--- src/rtl/cla_share_ctrl.sv ---
// cla_share_ctrl: arbitrates two requesters onto one shared WIDTH-bit
// carry-lookahead adder. An accepted op takes one adder pass (narrow) or
// two (wide: low half, then high half with the carry chained), and the
// result is then held until the consumer takes it.
// Optional feature macro: CLA_SHARE_PERF_EN adds per-requester completed
// response counters (perf_cnt0_o / perf_cnt1_o).
module cla_share_ctrl #(
  parameter int WIDTH      = 16,
  parameter bit PRIO_FIXED = 1'b0
) (
  input  logic               clk,
  input  logic               rst_n,
  input  logic               req0_valid_i,
  output logic               req0_ready_o,
  input  logic               req0_sub_i,
  input  logic               req0_wide_i,
  input  logic [2*WIDTH-1:0] req0_a_i,
  input  logic [2*WIDTH-1:0] req0_b_i,
  input  logic               req1_valid_i,
  output logic               req1_ready_o,
  input  logic               req1_sub_i,
  input  logic               req1_wide_i,
  input  logic [2*WIDTH-1:0] req1_a_i,
  input  logic [2*WIDTH-1:0] req1_b_i,
  output logic [WIDTH-1:0]   add_p_o,
  output logic [WIDTH-1:0]   add_q_o,
  output logic               add_cin_o,
  input  logic [WIDTH-1:0]   add_sum_i,
  input  logic               add_cout_i,
  output logic               rsp_valid_o,
  input  logic               rsp_ready_i,
  output logic               rsp_id_o,
  output logic [2*WIDTH-1:0] rsp_sum_o,
  output logic               rsp_cout_o,
  output logic               rsp_ovf_o
`ifdef CLA_SHARE_PERF_EN
  ,
  output logic [15:0]        perf_cnt0_o,
  output logic [15:0]        perf_cnt1_o
`endif
);

  typedef enum logic [1:0] {IDLE, LO, HI, RSP} state_t;

  state_t             state_q;
  logic               lastGrant_q;
  logic [2*WIDTH-1:0] a_q;
  logic [2*WIDTH-1:0] b_q;
  logic               sub_q;
  logic               wide_q;
  logic               id_q;
  logic [WIDTH-1:0]   sumLo_q;
  logic [WIDTH-1:0]   sumHi_q;
  logic               carry_q;
  logic               ovf_q;

  logic               grantValid;
  logic               grantId;
  logic               passOvf;

  // Pick the requester to serve: a lone requester wins outright; on a tie
  // the one not served last time wins, unless req0 has fixed priority.
  always_comb begin
    grantValid = 1'b0;
    grantId    = 1'b0;
    if (req0_valid_i && req1_valid_i) begin
      grantValid = 1'b1;
      grantId    = PRIO_FIXED ? 1'b0 : ~lastGrant_q;
    end else if (req0_valid_i) begin
      grantValid = 1'b1;
      grantId    = 1'b0;
    end else if (req1_valid_i) begin
      grantValid = 1'b1;
      grantId    = 1'b1;
    end
  end

  assign req0_ready_o = (state_q == IDLE) && grantValid && !grantId;
  assign req1_ready_o = (state_q == IDLE) && grantValid && grantId;

  // Feed the shared adder the half selected by the current pass; the adder
  // sees zeros whenever no pass is running. SUB is A + ~B + 1 on the first
  // pass, with the borrow chain carried into the high pass.
  always_comb begin
    add_p_o   = '0;
    add_q_o   = '0;
    add_cin_o = 1'b0;
    case (state_q)
      LO: begin
        add_p_o   = a_q[WIDTH-1:0];
        add_q_o   = b_q[WIDTH-1:0] ^ {WIDTH{sub_q}};
        add_cin_o = sub_q;
      end
      HI: begin
        add_p_o   = a_q[2*WIDTH-1:WIDTH];
        add_q_o   = b_q[2*WIDTH-1:WIDTH] ^ {WIDTH{sub_q}};
        add_cin_o = carry_q;
      end
      default: begin
        add_p_o   = '0;
        add_q_o   = '0;
        add_cin_o = 1'b0;
      end
    endcase
  end

  // Signed overflow of the pass in flight: like-signed operands producing a
  // result of the opposite sign.
  always_comb begin
    passOvf = (add_p_o[WIDTH-1] == add_q_o[WIDTH-1]) &&
              (add_sum_i[WIDTH-1] != add_p_o[WIDTH-1]);
  end

  // Sequencer: accept one op, run its adder pass(es), then hold the result
  // until the consumer takes it.
  always_ff @(posedge clk or negedge rst_n) begin
    if (!rst_n) begin
      state_q     <= IDLE;
      lastGrant_q <= 1'b1;
      a_q         <= '0;
      b_q         <= '0;
      sub_q       <= 1'b0;
      wide_q      <= 1'b0;
      id_q        <= 1'b0;
      sumLo_q     <= '0;
      sumHi_q     <= '0;
      carry_q     <= 1'b0;
      ovf_q       <= 1'b0;
    end else begin
      case (state_q)
        IDLE: begin
          if (grantValid) begin
            a_q         <= grantId ? req1_a_i : req0_a_i;
            b_q         <= grantId ? req1_b_i : req0_b_i;
            sub_q       <= grantId ? req1_sub_i : req0_sub_i;
            wide_q      <= grantId ? req1_wide_i : req0_wide_i;
            id_q        <= grantId;
            lastGrant_q <= grantId;
            state_q     <= LO;
          end
        end
        LO: begin
          sumLo_q <= add_sum_i;
          carry_q <= add_cout_i;
          ovf_q   <= passOvf;
          if (!wide_q) begin
            sumHi_q <= '0;
          end
          state_q <= wide_q ? HI : RSP;
        end
        HI: begin
          sumHi_q <= add_sum_i;
          carry_q <= add_cout_i;
          ovf_q   <= passOvf;
          state_q <= RSP;
        end
        RSP: begin
          if (rsp_ready_i) begin
            state_q <= IDLE;
          end
        end
        default: state_q <= IDLE;
      endcase
    end
  end

  assign rsp_valid_o = (state_q == RSP);
  assign rsp_id_o    = id_q;
  assign rsp_sum_o   = {sumHi_q, sumLo_q};
  assign rsp_cout_o  = carry_q;
  assign rsp_ovf_o   = ovf_q;

`ifdef CLA_SHARE_PERF_EN
  logic [15:0] perfCnt0_q;
  logic [15:0] perfCnt1_q;

  // Count completed responses per requester, sticking at all-ones.
  always_ff @(posedge clk or negedge rst_n) begin
    if (!rst_n) begin
      perfCnt0_q <= '0;
      perfCnt1_q <= '0;
    end else if ((state_q == RSP) && rsp_ready_i) begin
      if (!id_q && (perfCnt0_q != 16'hFFFF)) begin
        perfCnt0_q <= perfCnt0_q + 16'd1;
      end
      if (id_q && (perfCnt1_q != 16'hFFFF)) begin
        perfCnt1_q <= perfCnt1_q + 16'd1;
      end
    end
  end

  assign perf_cnt0_o = perfCnt0_q;
  assign perf_cnt1_o = perfCnt1_q;
`endif

endmodule

--- config.mk ---
export PLATFORM = sky130hd
export DESIGN_NAME = cla_share_ctrl
export DESIGN_NICKNAME = d
export VERILOG_FILES = /design/src/rtl/cla_share_ctrl.sv
export SDC_FILE = /design/constraint.sdc
export NUM_CORES = 1
export LEC_CHECK = 0
export BUFFER_PORTS_ARGS = -buffer_cell sky130_fd_sc_hd__buf_2
export CAP_MARGIN = 10
export CELL_PAD_IN_SITES_DETAIL_PLACEMENT = 1
export CELL_PAD_IN_SITES_GLOBAL_PLACEMENT = 1
export CORE_MARGIN = 3
export CORE_UTILIZATION = 30
export DETAILED_ROUTE_END_ITERATION = 7
export GPL_ROUTABILITY_DRIVEN = 0
export HOLD_SLACK_MARGIN = 0.08
export PLACE_DENSITY_LB_ADDON = 0.1
export SYNTH_ARGS = -nofsm -noshare
export SYNTH_HDL_FRONTEND = slang
export SYNTH_SLANG_ARGS = --single-unit
--- constraint.sdc ---
create_clock -name clk -period 2.4 [get_ports clk]
set_clock_uncertainty 0.15 [all_clocks]
set_input_delay 0.36 -clock clk [delete_from_list [all_inputs] [get_ports clk]]
set_output_delay 0.36 -clock clk [all_outputs]
set_load 0.1 [all_outputs]
==> results.toml, run 1 <==
[outcome]
status = "finished, violations left"
violations = "setup timing"

[drt]
num_vias = 4553
drc_errors = 0
finalWirelength_um = 17400
vias_per_cell = 5.05
first_pass_iters = 6
drt_iter0_markers = 413
wire_per_inst_um = 19.3
drtAntennaViolNets = 0

[yosys]
ys_types = 30
synth_top_area_frac = 0.520
syn-cell-area_mm2 = 0.00496
synth_top_cell_by_area = "dfrtp_1"
syn_nets = 616
ys_ff_latch = 104
synth_area_per_cell_um2 = 10.9
synth_top_cells_by_area = "dfrtp_1, a222oi_1, inv_1"
synth_cells = 456
ys_seq_area_frac = 0.525
synth_warnings = 0

[setup_path]
crit_arrival_ns = 1.92
start_kind = "register"
crit_family = "buffers and inverters"
worstRegToRegCells = 7
r2r_slack_ns = 0.23
worstPathCellList = "inv_2 > ha_4 > buf_8 > mux2i_2 > xnor2_1 > and2_2 > buf_12"
path_depth = 7
endpoint_kind = "output pin"
path_class = "register to output pin"
slowest_stage = "dfrtp_2"
cp_max_fo = 7
cp-startpoint = "state_q[0]"
critPathMaxStageDelay_ns = 0.41
worstReg2RegEnd = "sumHi_q[7]"
regToRegStartpoint = "state_q[1]"
crit_end = "add_q_o[14]"
cp.required_ns = 1.89
crit_buf_inv = 3

[timing]
tightest_slew_ns = 0.733
setup_slack_ns = -0.0254
final.min_clock_period_ns = 2.43
fmax_mhz = 412
fin_crit_sh = 1.01
rsz0062_at_grt = "yes"
drv_slew = 0
hold_viol = 0
slew-limit-headroom = 0.512
setup_viol = 12

[layout]
final_nets = 840
n_antenna_cell = 0
fillers = 1837
syn_to_final_growth_pct = 52.6
layout-drive-gt1-share = 0.496
final_util = 0.473

[cts]
numClockSinks = 104
cts_buffers = 9
clockRootBuffer = "clkbuf_16"
clock_latency_ns = 0.34
cts_tree = "yes"
htreeDepth = 3
clkSlewWorstSetupHoldPaths_ns = 0.07
clock_path_buffers = 2

[grt]
grt_overflow_total = 0
gr-usage-all-layers = 0.186
antenna_found_initial = 0
grt_pass1_wl_um = 26600
grt_start_max_net_pins = 45
grt_pass1_vias = 4836

[floorplan]
core_area_mm2 = 0.0160
start_util = 0.310
num_rows = 46
io_pins = 225
die_y_um = 135
die_w_um = 135
dieArea_mm2 = 0.0181

[place]
dp_hpwl_um = 12900
port-buffer-count = 224

[flow_run]
drv_cap = 0

[hold_path]
worstHoldPathType = "input port to register"
cell usage after synthesis:
cell type,n
a21o_1,2
nor2b_1,18
a31oi_1,1
buf_1,2
a22oi_1,17
clkbuf_1,15
nand2b_1,1
inv_1,70
nand3_1,16
xnor2_1,16
buf_6,2
nand2_1,37
o21ai_0,2
nor2_1,3
o21ai_2,1
mux2i_1,16
and2_1,16
buf_4,1
dfstp_2,1
ha_1,6
buf_2,19
dfrtp_1,103
o21ai_1,1
or2_1,1
and4b_1,1
a21oi_2,2
a21oi_1,2
a222oi_1,66
o21a_1,1
mux2_2,17
state kept, by name, summed over array words and instances, names as in the netlist:
signal,cells
a_q,32
b_q,32
sumHi_q,16
sumLo_q,16
state_q,2
lastGrant_q,1
rsp_cout_o,1
rsp_id_o,1
rsp_ovf_o,1
sub_q,1
wide_q,1
per-layer routing:
metal / track usage / part of all wire
met4: 0.0532 / 0.013
met1: 0.244 / 0.43
met5: 0 / 0
met3: 0.0447 / 0.075
met2: 0.310 / 0.48
tightest hold or removal path: cells and delay by family:
kind / cells / cell delay [ns]
compound gates: 1 / 0.07
buf+inv: 2 / 0.13
worst min-delay path by stage:
stage                            start  endpoint  slack, ns  cells after the start
after global routing      req0_b_i[26]   b_q[26]       0.09                      3
after detailed placement         rst_n    b_q[5]       0.26                      1
after CTS                  req0_wide_i    wide_q       0.08                      3
after floorplan                  rst_n    a_q[0]      -0.09                      0
after global placement           rst_n    b_q[5]       0.25                      1
final                      req0_wide_i    wide_q        0.1                      3
what timing repair did:
| action | in CTS | in global routing |
|---|---|---|
| hold buffers | 1 | 0 |
| gates cloned | 0 | 1 |
| setup endpoints to repair | 33 | 35 |
| buffers inserted | 5 | 0 |
| gates resized for setup | 20 | 15 |
| endpoints found under the hold margin | 41 | 0 |
| pin swaps | 1 | 2 |
cells in the final DEF, fill, tap and decap left out, drive strengths merged:
cell type and count:
o21a 1, a21o 2, a31oi 1, mux2 17
inv 70, a222oi 66, dfstp 1, a22oi 17
or2 1, and2 16, o21ai 4, nor2 3
clkinv 2, and4b 1, nand2b 1, nand2 37
xnor2 16, dlygate4sd3 1, mux2i 16, a21oi 4
dfrtp 103, ha 6, clkbuf 14, nor2b 18
bufinv 1, nand3 16, buf 250
final cells by class:
class | count | area (um^2) | area share
well taps | 216 | 270 | 0.0357
clock inverters | 3 | 40.0 | 0.00529
clock buffers | 13 | 260 | 0.0344
inverters | 70 | 263 | 0.0347
multi-input cells | 243 | 2160 | 0.285
flip-flops and latches | 104 | 2610 | 0.345
repair buffers | 252 | 1970 | 0.260
stage by stage:
stage	instances	hold slack (ns)	cell area, um^2	setup slack, ns	setup TNS, ns
3_3_place_gp	878	0.252	7030	0.165	0
3_5_place_dp	878	0.256	7030	0.0582	0
5_1_grt	901	0.0900	7560	-0.117	-1.90
6_report	901	0.0994	7560	-0.0254	-0.144
4_1_cts	900	0.0839	7470	-0.0211	-0.208
2_1_floorplan	456	-0.0856	5070	-0.219	-1.24
cells by family after synthesis:
logic type | after synthesis | share of synthesized area
AOI/OAI and AO/OA | 95 | 0.175
buffers and inverters | 109 | 0.0911
DFF | 104 | 0.525
adders and majority gates | 6 | 0.0151
and+or+nand+nor | 93 | 0.0939
xor gates and xnor gates | 16 | 0.0283
muxes | 33 | 0.0709
Power of run 1 is left out: the tool's default activity adds up to more than one toggle a clock period on the data nets, which glitch-free logic cannot reach.
==> inputs of run 2 (changes only) <==
--- a/config.mk
+++ b/config.mk
@@ -10,11 +10,11 @@
 export CELL_PAD_IN_SITES_DETAIL_PLACEMENT = 1
 export CELL_PAD_IN_SITES_GLOBAL_PLACEMENT = 1
 export CORE_MARGIN = 3
-export CORE_UTILIZATION = 30
+export CORE_UTILIZATION = 35
 export DETAILED_ROUTE_END_ITERATION = 7
 export GPL_ROUTABILITY_DRIVEN = 0
 export HOLD_SLACK_MARGIN = 0.08
-export PLACE_DENSITY_LB_ADDON = 0.1
+export PLACE_DENSITY = 0.81
 export SYNTH_ARGS = -nofsm -noshare
 export SYNTH_HDL_FRONTEND = slang
 export SYNTH_SLANG_ARGS = --single-unit
==> results.toml, run 2 (synthesized netlist as in run 1, its figures left out) <==
[drt]
wl_met3_um = 1320
vias_per_cell = 5.39
first_pass_iters = 8
m1WireLength_um = 6990
wl_met2_um = 9210
drc_errors = 0
top_layer = "met4"
num_vias = 4606
drt_iter0_markers = 494
drtAntennaViolNets = 0
wire_per_inst_um = 20.9
finalWirelength_um = 17900

[place]
port-buffer-count = 224
dp_hpwl_um = 12500
place_area_mm2 = 0.00694

[setup_path]
cp_max_fo = 8
cp.required_ns = 1.89
start_kind = "register"
path_class = "register to output pin"
r2r_slack_ns = 0.27
endpoint_kind = "output pin"
crit_arrival_ns = 1.97

[layout]
mostFrequentLayoutCells = "buf_2, dfrtp_1, inv_1"
final_util = 0.552
reg_top3 = "a_q: 32 flops, b_q: 32 flops"
fillers = 1488
layout_commonest_cell = "buf_2"
regArea_mm2 = 0.00261
n_antenna_cell = 0
layout-drive-gt1-share = 0.492
syn_to_final_growth_pct = 50.9
stdcell_area_mm2 = 0.00748
multiInputGateArea_mm2 = 0.00218
final_nets = 836

[timing]
fin_crit_sh = 1.03
setup_viol = 17
holdWs_ns = 0.0983
tightest_slew_ns = 0.661
final.min_clock_period_ns = 2.48
setup_slack_ns = -0.0796
slew-limit-headroom = 0.559
hold_viol = 0
setup_tns_ns = -0.860
drv_slew = 0
fmax_mhz = 403
rsz0062_at_grt = "yes"

[cts]
numClockSinks = 104
clkSlewWorstSetupHoldPaths_ns = 0.07
htreeDepth = 3
cts_buffers = 9
clock_latency_ns = 0.35
clock_path_buffers = 2
cts_tree = "yes"
clockRootBuffer = "clkbuf_16"

[outcome]
status = "finished, violations left"
violations = "setup timing"

[grt]
grt_pass1_vias = 5048
antenna_found_initial = 0
grt_start_max_net_pins = 105
grt_overflow_total = 0
gr-usage-all-layers = 0.224
grt_pass1_wl_um = 27900

[flow_run]
drv_cap = 0

[hold_path]
worstHoldPathType = "input port to register"

[floorplan]
die_w_um = 125
io_pins = 225
core_area_mm2 = 0.0136
start_util = 0.366
die_y_um = 125
num_rows = 42
dieArea_mm2 = 0.0156
-- run 2: through the flow --
step                setup WS (ns)  cells
detailed placement          0.119    833
floorplan                  -0.219    456
finish                    -0.0796    855
CTS                        -0.109    855
global placement            0.236    833
global route               -0.154    855
-- run 2: path summary, 6_finish.rpt --
check,endpoint,cells after the start,start
setup / recovery,add_q_o[12],7,state_q[0]
hold / removal,wide_q,3,req0_wide_i
setup reg to reg,a_q[11],9,state_q[0]
hold reg to reg,sumHi_q[13],2,sumHi_q[13]
max in group asynchronous,state_q[1],3,rst_n
min in group asynchronous,a_q[27],3,rst_n
-- run 2: final cells by class --
type / count / area share
Tap cell: 176 / 0.0294
Timing Repair Buffer: 248 / 0.258
Clock buffer: 14 / 0.0366
Sequential cell: 104 / 0.349
Multi-Input combinational cell: 243 / 0.292
Inverter: 70 / 0.0351
-- run 2: timing repair --
| action | CTS | global route |
|---|---|---|
| setup buffers | 4 | 0 |
| cloned | 2 | 0 |
| setup endpoints to repair | 35 | 33 |
| endpoints found under the hold margin | 104 | 0 |
| hold buffers | 2 | 0 |
| gates resized for setup | 29 | 13 |
| pin swaps | 14 | 13 |
-- run 2: worst max-delay path, cell delays in order, from the launching register on --
cell	delay, ns
dfrtp_1	0.40
inv_2	0.09
ha_4	0.19
buf_12	0.16
mux2i_2	0.27
xnor2_1	0.16
and2_4	0.18
buf_12	0.17
-- run 2: layer usage --
layer  global-route usage  vias to the layer above
met5                    0                        -
met4               0.0823                        0
met3               0.0559                       23
met2                0.397                      206
met1                0.262                     2298
li1                     -                     2079
Power of run 2 is left out for the same reason.
